[src/rtl/approx_stats_pkg.sv]
// rtl/approx_stats_pkg.sv - shared constants and FSM state type for the error-statistics unit
package approx_stats_pkg;

    localparam int SCALE   = 100;
    localparam int SCALE_W = 7;

    typedef enum logic [1:0] {
        IDLE   = 2'd0,
        DIV    = 2'd1,
        ACC    = 2'd2,
        REPORT = 2'd3
    } state_t;

endpackage

[src/rtl/seq_divider.sv]
// rtl/seq_divider.sv - restoring divider, one quotient bit per cycle, fixed NUM_W-cycle latency
module seq_divider #(
    parameter int NUM_W = 15,
    parameter int DEN_W = 8
) (
    input  logic             clk,
    input  logic             rst,
    input  logic             start,
    input  logic [NUM_W-1:0] numerator,
    input  logic [DEN_W-1:0] denominator,
    output logic             busy,
    output logic             done,
    output logic [NUM_W-1:0] quotient
);

    localparam int CNT_W = $clog2(NUM_W);

    logic [DEN_W-1:0] rem;
    logic [DEN_W-1:0] den;
    logic [NUM_W-1:0] quo;
    logic [CNT_W-1:0] cnt;
    logic [DEN_W:0]   shifted;
    logic             fits;
    logic [DEN_W-1:0] diff;

    // Remainder stays below den, so the subtraction fits in DEN_W bits whenever it is taken.
    assign shifted  = {rem, quo[NUM_W-1]};
    assign fits     = shifted >= {1'b0, den};
    assign diff     = shifted[DEN_W-1:0] - den;
    // done marks the cycle whose closing edge writes the last quotient bit.
    assign done     = busy && (cnt == CNT_W'(NUM_W - 1));
    assign quotient = quo;

    always_ff @(posedge clk) begin
        if (rst) begin
            busy <= 1'b0;
            rem  <= '0;
            den  <= '0;
            quo  <= '0;
            cnt  <= '0;
        end else if (start) begin
            busy <= 1'b1;
            rem  <= '0;
            den  <= denominator;
            quo  <= numerator;
            cnt  <= '0;
        end else if (busy) begin
            rem  <= fits ? diff : shifted[DEN_W-1:0];
            quo  <= {quo[NUM_W-2:0], fits};
            cnt  <= cnt + 1'b1;
            if (done)
                busy <= 1'b0;
        end
    end

endmodule

[src/rtl/approx_error_stats.sv]
// rtl/approx_error_stats.sv - windowed relative-error statistics over (approx, exact) product pairs
module approx_error_stats
    import approx_stats_pkg::*;
#(
    parameter int W      = 8,
    parameter int N_LOG2 = 8,
    parameter int SUM_W  = 24
) (
    input  logic              clk,
    input  logic              rst,
    input  logic              clear,
    input  logic              in_valid,
    output logic              in_ready,
    input  logic [W-1:0]      approx,
    input  logic [W-1:0]      exact,
    output logic              stats_valid,
    output logic [SUM_W-1:0]  sum_rel_err,
    output logic [SUM_W-1:0]  mean_rel_err,
    output logic [N_LOG2:0]   err_count,
    output logic [N_LOG2:0]   zero_exact_count,
    output logic [W-1:0]      max_err_dist
);

    localparam int NUM_W = W + SCALE_W;
    localparam logic [N_LOG2:0] WIN_LEN = {1'b1, {N_LOG2{1'b0}}};
    localparam logic [SUM_W-1:0] SUM_MAX = '1;

    state_t            state;
    logic [W-1:0]      exact_r;
    logic [W-1:0]      d_r;
    logic [SUM_W-1:0]  sum_acc;
    logic [N_LOG2:0]   err_acc;
    logic [N_LOG2:0]   zero_acc;
    logic [N_LOG2:0]   cnt;
    logic [W-1:0]      max_acc;

    logic              accept;
    logic [W-1:0]      d_in;
    logic [NUM_W-1:0]  num_in;
    logic              div_rst;
    logic              div_busy;
    logic              div_done;
    logic [NUM_W-1:0]  quotient;

    logic [SUM_W:0]    sum_wide;
    logic [SUM_W-1:0]  sum_nxt;
    logic [N_LOG2:0]   err_nxt;
    logic [N_LOG2:0]   zero_nxt;
    logic [N_LOG2:0]   cnt_nxt;
    logic [W-1:0]      max_nxt;

    assign in_ready = (state == IDLE) && !rst && !clear;
    assign accept   = in_valid && in_ready;
    assign d_in     = (approx >= exact) ? (approx - exact) : (exact - approx);
    assign num_in   = NUM_W'(d_in) * NUM_W'(SCALE);
    assign div_rst  = rst || clear;

    seq_divider #(
        .NUM_W (NUM_W),
        .DEN_W (W)
    ) u_div (
        .clk         (clk),
        .rst         (div_rst),
        .start       (accept && (exact != '0)),
        .numerator   (num_in),
        .denominator (exact),
        .busy        (div_busy),
        .done        (div_done),
        .quotient    (quotient)
    );

    always_comb begin
        sum_wide = {1'b0, sum_acc};
        if (exact_r != '0)
            sum_wide = {1'b0, sum_acc} + (SUM_W + 1)'(quotient);
        sum_nxt  = sum_wide[SUM_W] ? SUM_MAX : sum_wide[SUM_W-1:0];
        err_nxt  = err_acc + (N_LOG2 + 1)'(d_r != '0);
        zero_nxt = zero_acc + (N_LOG2 + 1)'(exact_r == '0);
        cnt_nxt  = cnt + 1'b1;
        max_nxt  = (d_r > max_acc) ? d_r : max_acc;
    end

    always_ff @(posedge clk) begin
        if (rst || clear) begin
            state            <= IDLE;
            exact_r          <= '0;
            d_r              <= '0;
            sum_acc          <= '0;
            err_acc          <= '0;
            zero_acc         <= '0;
            cnt              <= '0;
            max_acc          <= '0;
            stats_valid      <= 1'b0;
            sum_rel_err      <= '0;
            mean_rel_err     <= '0;
            err_count        <= '0;
            zero_exact_count <= '0;
            max_err_dist     <= '0;
        end else begin
            case (state)
                IDLE: begin
                    if (accept) begin
                        exact_r <= exact;
                        d_r     <= d_in;
                        state   <= (exact != '0) ? DIV : ACC;
                    end
                end
                DIV: begin
                    if (div_busy && div_done)
                        state <= ACC;
                end
                ACC: begin
                    sum_acc  <= sum_nxt;
                    err_acc  <= err_nxt;
                    zero_acc <= zero_nxt;
                    max_acc  <= max_nxt;
                    cnt      <= cnt_nxt;
                    // The published outputs only change here, so they hold across windows.
                    if (cnt_nxt == WIN_LEN) begin
                        stats_valid      <= 1'b1;
                        sum_rel_err      <= sum_nxt;
                        mean_rel_err     <= sum_nxt >> N_LOG2;
                        err_count        <= err_nxt;
                        zero_exact_count <= zero_nxt;
                        max_err_dist     <= max_nxt;
                        state            <= REPORT;
                    end else begin
                        state <= IDLE;
                    end
                end
                REPORT: begin
                    stats_valid <= 1'b0;
                    sum_acc     <= '0;
                    err_acc     <= '0;
                    zero_acc    <= '0;
                    max_acc     <= '0;
                    cnt         <= '0;
                    state       <= IDLE;
                end
                default: state <= IDLE;
            endcase
        end
    end

endmodule

[config.mk]
export PLATFORM = sky130hd
export DESIGN_NAME = approx_error_stats
export DESIGN_NICKNAME = d
export VERILOG_FILES = /design/src/rtl/approx_stats_pkg.sv /design/src/rtl/seq_divider.sv /design/src/rtl/approx_error_stats.sv
export SDC_FILE = /design/constraint.sdc
export NUM_CORES = 1
export LEC_CHECK = 0
export ABC_AREA = 0
export CORE_UTILIZATION = 60
export DETAILED_ROUTE_END_ITERATION = 16
export HOLD_SLACK_MARGIN = 0.06
export PLACE_DENSITY = 0.91
export RECOVER_POWER = 100
export SKIP_CTS_REPAIR_TIMING = 1
export SLEW_MARGIN = 15
export SYNTH_ARGS = -nofsm -noshare
export SYNTH_HDL_FRONTEND = slang
export SYNTH_SLANG_ARGS = --single-unit
[constraint.sdc]
create_clock -name clk -period 15.1 [get_ports clk]
set_input_delay 3.775 -clock clk [delete_from_list [all_inputs] [get_ports clk]]
set_output_delay 3.775 -clock clk [all_outputs]
set_load 0.01 [all_outputs]
# --- Word level (Yosys, flattened, before mapping) ---
# Index checks and enable logic that the tools add are counted.
word_totals:
  regBits: 180
  word_cells: 83
classes:
  n_addsub: 8
  multipliers: 1
  magnitude_cmp: 3
  eq_ne: 8
  mux: 22
  n_reduce_logical: 21
ops:
  columns: ["operator", "n"]
  rows:
  - ["case mux 9 bit (2 select lines)", 3]
  - ["case mux 24 bit (2 select lines)", 1]
  - ["2-to-1 mux 15 bit", 2]
  - ["adder 24 x 15 -> 25 bit", 1]
  - ["2-to-1 mux 25 bit", 1]
  - ["2-to-1 mux 24 bit", 1]
  - ["2-to-1 mux 8 bit", 3]
  - ["nonzero test 8 bit", 3]
  - ["subtractor 8 bit", 3]
  - ["adder 9 x 1 -> 9 bit", 2]
  - ["case mux 8 bit (2 select lines)", 1]
  - ["multiplier 8 x 5 -> 13 bit (second input constant)", 1]
  - ["adder 9 x 1 -> 9 bit (second input constant)", 1]
  - ["equality test 9 bit (second input constant)", 1]
  - [">= comparator 9 x 8 -> 1 bit", 1]
  - [">= comparator 8 bit", 1]
  - ["greater-than comparator 8 bit", 1]
  - ["logical NOT 8 bit", 1]
  - ["2-to-1 mux 2 bit", 4]
  - ["case mux 2 bit (4 select lines)", 1]
  - ["AND reduction 2 bit", 4]
  - ["logical AND 1 bit", 6]
  - ["!= test 2 bit (second input constant)", 3]
  - ["adder 4 x 1 -> 4 bit (second input constant)", 1]
  - ["other kinds (10)", 16]

# --- Logic depth before layout (Yosys ltp) ---
depth:
  ltp_word: 6
  mapped_depth: 23

# --- Cells and area by module ---
# A second synthesis with hierarchy kept.
unflattened:
  hier_cells: 1218
  hier_area_um2: 10102.2
by_module_without_submodules:
  columns: ["module", "instances", "cells_per_inst", "area_each_um2", "seq_area_each_um2"]
  rows:
  - ["approx_error_stats", 1, 973, 8082.8, 2562.5]
  - ["seq_divider", 1, 245, 2019.4, 720.7]

# --- Worst setup path before layout ---
# No wires, ideal clock.
synth_timing:
  path_kind: "input port to output port"
  startpoint: "in rst"
  endpoint: "out in_ready"
  t_arrival_ps: 4404
  t_required_ps: 11325
  slack_ps: 6921
  cell_stages: 2
  path_buffers: 0
  path_cell_list: "or3_1 -> nor2_1"
synth_between:
  elab_chain_cells: 3
synth_rtl:
  columns: ["item", "line_no", "text"]
  rows:
  - ["from (decl)", "approx_error_stats.sv:10", "input logic rst,"]
  - ["logical NOT 1 bit", "approx_error_stats.sv:52", "assign in_ready = (state == IDLE) && !rst && !clear;"]
  - ["logical AND 1 bit (2 in series)", "approx_error_stats.sv:52", null]
  - ["to (decl)", "approx_error_stats.sv:13", "output logic in_ready,"]
# No other way between the ends.

# --- Final worst setup path ---
# Ends and elaborated chain as after synthesis.

==> impl_metrics.csv <==
group,metric,value,unit
synthesis,edff_count_synth,0,
sta,worst_slew_pin_slew,2.66,ns
clock_network,cts-buffers-inserted,17,
global_route,grt_pass1_wl,38600,um
synthesis,ys.warnings.count,0,
job,drv.max_cap_violation_count,2,
critical_path,timing.reg2reg.setup_slack,11.43,ns
power_and_ir_drop,internal_power,0.839,mW
floorplanning,core_region_area,15900,um2
finish,multi_input_area,5780,um2
sta,report.final.hold_viol_count,0,
clock_network,clock_sink_count,164,
floorplanning,die_h,129,um
synthesis,synth-seq-area-share,0.337,
power_and_ir_drop,combinational_cell_fraction_of_total_power,0.249,
power_and_ir_drop,power.ir.vdd_worst,0.0843,mV
synthesis,ys_ff_latch,164,
drt,num_vias,8670,
placed_design,finalWeightedCongestion,0.897,
global_route,grt_max_degree,55,
floorplanning,dieWidth,129,um
critical_path,timing.critical_path.fanout_max,4,
clock_network,cts.root.buffer_cell,"sky130_fd_sc_hd__clkbuf_16",
sta,slew_headroom,-0.770,
clock_network,clk_pin_slew,0.06,ns
finish,most_common_library_cell_in_the_layout_ignoring_fill_and_taps,"sky130_fd_sc_hd__dfxtp_1",
sta,finClkSkew,0.00843,ns
drt,route.detailed.wl_per_inst,16.6,um
global_route,grt_overflow_total,0,
finish,num_antenna_cells,0,
drt,route.detailed.drc,0,
floorplanning,std_cell_rows,46,
finish,drive_gt1_frac,0.0438,
drt,drtIter0Drc,798,
placed_design,port_buffers,87,
drt,drt_wl_total,23700,um
synthesis,syn-cell-area,9740,um2
floorplanning,floorplan.initialDensity,0.613,
finish,filler_cell_count,1192,
global_route,grt_antenna_before_repair,0,
global_route,first_global_vias,8087,
sta,final-max-slew-violation-count,102,
global_route,grtUsageTotal,0.291,
synthesis,postSynthAreaPerCell,8.34,um2
sta,period_needed,9.61,ns
clock_network,tritoncts,"yes",
finish,synthesis_to_finish_area_growth,14.0,%
critical_path,critPathTopFamily,"buffers and inverters",
clock_network,clock_tree.htree_level_count,4,
critical_path,worstPathRequired,11.32,ns
critical_path,worstPathCellList,"dlygate4sd3_1 > or3_1 > nor2_1 > dlygate4sd3_1",
drt,detail-route-antenna-nets,0,
power_and_ir_drop,netSwitchingFraction,0.296,
floorplanning,design.portCount,96,
placed_design,dp_hpwl,16300,um
critical_path,arrival,5.83,ns
power_and_ir_drop,clockPowerShare,0.381,
clock_network,clock_latency_reported_for_the_late_side_of_the_worst_skew_pair,0.44,ns
power_and_ir_drop,power.density,107,nW/um2
sta,rsz0062_at_grt,"no",
finish,seqCellArea,3280,um2
synthesis,synth-async-reset-ratio,0,
floorplanning,floorplan.die_area,16700,um2
critical_path,critical_path.slowest_cell,"sky130_fd_sc_hd__dlygate4sd3_1",
power_and_ir_drop,net_switching_power_figure,0.353,mW
sta,max_freq,104,MHz
sta,final.period_utilization,0.636,
drt,drt_first_pass_iters,5,
finish,finish.utilization,0.699,
finish,most_frequent_cells_in_the_layout,"164 x sky130_fd_sc_hd__dfxtp_1, 110 x sky130_fd_sc_hd__nor2_1, 97 x sky130_fd_sc_hd__a21oi_1, 92 x sky130_fd_sc_hd__nand2_1, 82 x sky130_fd_sc_hd__ha_1",
drt,vias_per_cell,6.08,
synthesis,postSynth.topFlopCell,"sky130_fd_sc_hd__dfxtp_1",
synthesis,synth.lib_cells_used.distinct,71,
critical_path,endpoint_kind,"output pin",
critical_path,setup.worst_path.class,"input pin to output pin",
synthesis,syn-instance-count,1167,
critical_path,cpMostUsedCell,"sky130_fd_sc_hd__dlygate4sd3_1",
finish,number_of_nets_at_the_end_of_the_flow,1308,
status,violations,"capacitance limit, slew limit",
hold_path,hold_path.class,"flip-flop to flip-flop",
clock_network,ctsLongestPathBuffers,2,
sta,finalSetupViolations,0,
finish,final_cell_area,11100,um2
sta,setup_tns,0,ns
status,outcome,"finished, violations left",
critical_path,cp_bufs_invs,2,
critical_path,cp-start-kind,"input pin",
critical_path,critPathMaxStageDelay,0.66,ns
placed_design,post_dp_cell_area,10500,um2
power_and_ir_drop,leakagePower,4.72,nW
power_and_ir_drop,pwr-share-seq,0.370,
synthesized netlist by cell type (all sizes together), types with 2 or more instances:
cell	count	area share
mux2	4	0.0046
nand2	92	0.035
xnor2	34	0.031
a211o	3	0.0027
a31oi	8	0.0051
a21oi	97	0.050
or2	3	0.0019
xor2	16	0.014
a22o	13	0.012
nor3	12	0.0072
and4	2	0.0021
nand2b	10	0.0064
o21bai	7	0.0054
mux2i	34	0.035
a31o	2	0.0018
nand3	24	0.013
fa	7	0.014
o211ai	16	0.015
and2	10	0.0067
buf	49	0.031
o2111ai	2	0.0018
a21o	18	0.014
nor4	6	0.0039
o21ai	83	0.044
o21a	7	0.0054
ha	82	0.11
nand4	13	0.0084
clkbuf	41	0.016
a311oi	2	0.0018
o22ai	6	0.0039
a211oi	45	0.036
a21boi	2	0.0015
dfxtp	164	0.34
and3	20	0.013
nor2	110	0.042
nor2b	21	0.013
a22oi	11	0.0085
inv	62	0.024
or3	6	0.0044
o211a	4	0.0041
nand3b	3	0.0023
a41o	2	0.0021
per-layer routing:
| metal | GRT usage | share of wire | vias to the layer above | wire length [um] |
|---|---|---|---|---|
| met4 | 0.130 | 0.027 | 0 | 651 |
| li1 | - | - | 4163 | - |
| met1 | 0.354 | 0.42 | 4098 | 10000 |
| met5 | 0 | 0 | - | 0 |
| met3 | 0.0520 | 0.060 | 59 | 1410 |
| met2 | 0.502 | 0.49 | 350 | 11600 |
flip-flops by register name, summed over array words and instances, names as in the netlist, 2 cells and up:
register          count
sum_acc              24
sum_rel_err          24
u_div.quotient       15
cnt                   9
err_acc               9
err_count             9
zero_acc              9
zero_exact_count      9
d_r                   8
exact_r               8
max_acc               8
max_err_dist          8
u_div.den             8
u_div.rem             8
u_div.cnt             4
state                 2
logic make-up after synthesis:
family	count (synthesis)	share of synthesized area
buffers and inverters	152	0.0709
AO/OA/AOI/OAI	338	0.224
adder cells (fa/ha/maj)	89	0.120
multiplexers	38	0.0396
XOR/XNOR	50	0.0450
AND/OR/NAND/NOR	335	0.163
other	1	0.000385
flip-flops	164	0.337
final cells by class:
| class | count | share of cell area |
|---|---|---|
| clock inverter | 10 | 0.0155 |
| clock buffer | 19 | 0.0390 |
| inverter | 62 | 0.0210 |
| tap | 216 | 0.0243 |
| timing repair buffer | 96 | 0.0838 |
| multi-input combinational | 858 | 0.521 |
| sequential | 164 | 0.296 |
per-stage QoR:
stage / setup slack [ns] / instances / hold WS (ns) / total power, mW
6_report: 5.49 / 1425 / 0.448 / 1.19
3_3_place_gp: 5.73 / 1396 / 0.436 / 0.723
2_1_floorplan: 6.92 / 1174 / 0.425 / 0.677
4_1_cts: 5.70 / 1425 / 0.453 / 1.19
3_5_place_dp: 5.74 / 1396 / 0.444 / 0.737
5_1_grt: 5.33 / 1425 / 0.476 / 1.24
worst register-to-register path: stages (launching register included):
cell and delay (ns):
sky130_fd_sc_hd__dfxtp_1 0.31, sky130_fd_sc_hd__buf_4 0.29, sky130_fd_sc_hd__or3_1 0.60, sky130_fd_sc_hd__nor2_1 0.33
sky130_fd_sc_hd__and2_0 0.51, sky130_fd_sc_hd__nand2_1 0.65, sky130_fd_sc_hd__nand2_1 0.67, sky130_fd_sc_hd__o22ai_1 0.17
path summary, 6_finish.rpt:
check                            start                         to  cells after the start
max                                rst                   in_ready                      4
min          err_count[6]$_SDFFE_PP0P_  err_count[6]$_SDFFE_PP0P_                      2
max reg2reg      state[1]$_SDFFE_PP0P_  u_div.den[1]$_SDFFE_PP0P_                      7
min reg2reg  err_count[6]$_SDFFE_PP0P_  err_count[6]$_SDFFE_PP0P_                      2
power groups by stage:
| stage | sequential (mW) | combinational [mW] | clock (mW) |
|---|---|---|---|
| floorplan | 0.449 | 0.228 | 0 |
| global placement | 0.451 | 0.272 | 0 |
| detailed placement | 0.451 | 0.286 | 0 |
| CTS | 0.441 | 0.295 | 0.457 |
| global route | 0.442 | 0.328 | 0.475 |
| finish | 0.441 | 0.296 | 0.455 |
Power figures use the tool's default switching activity.
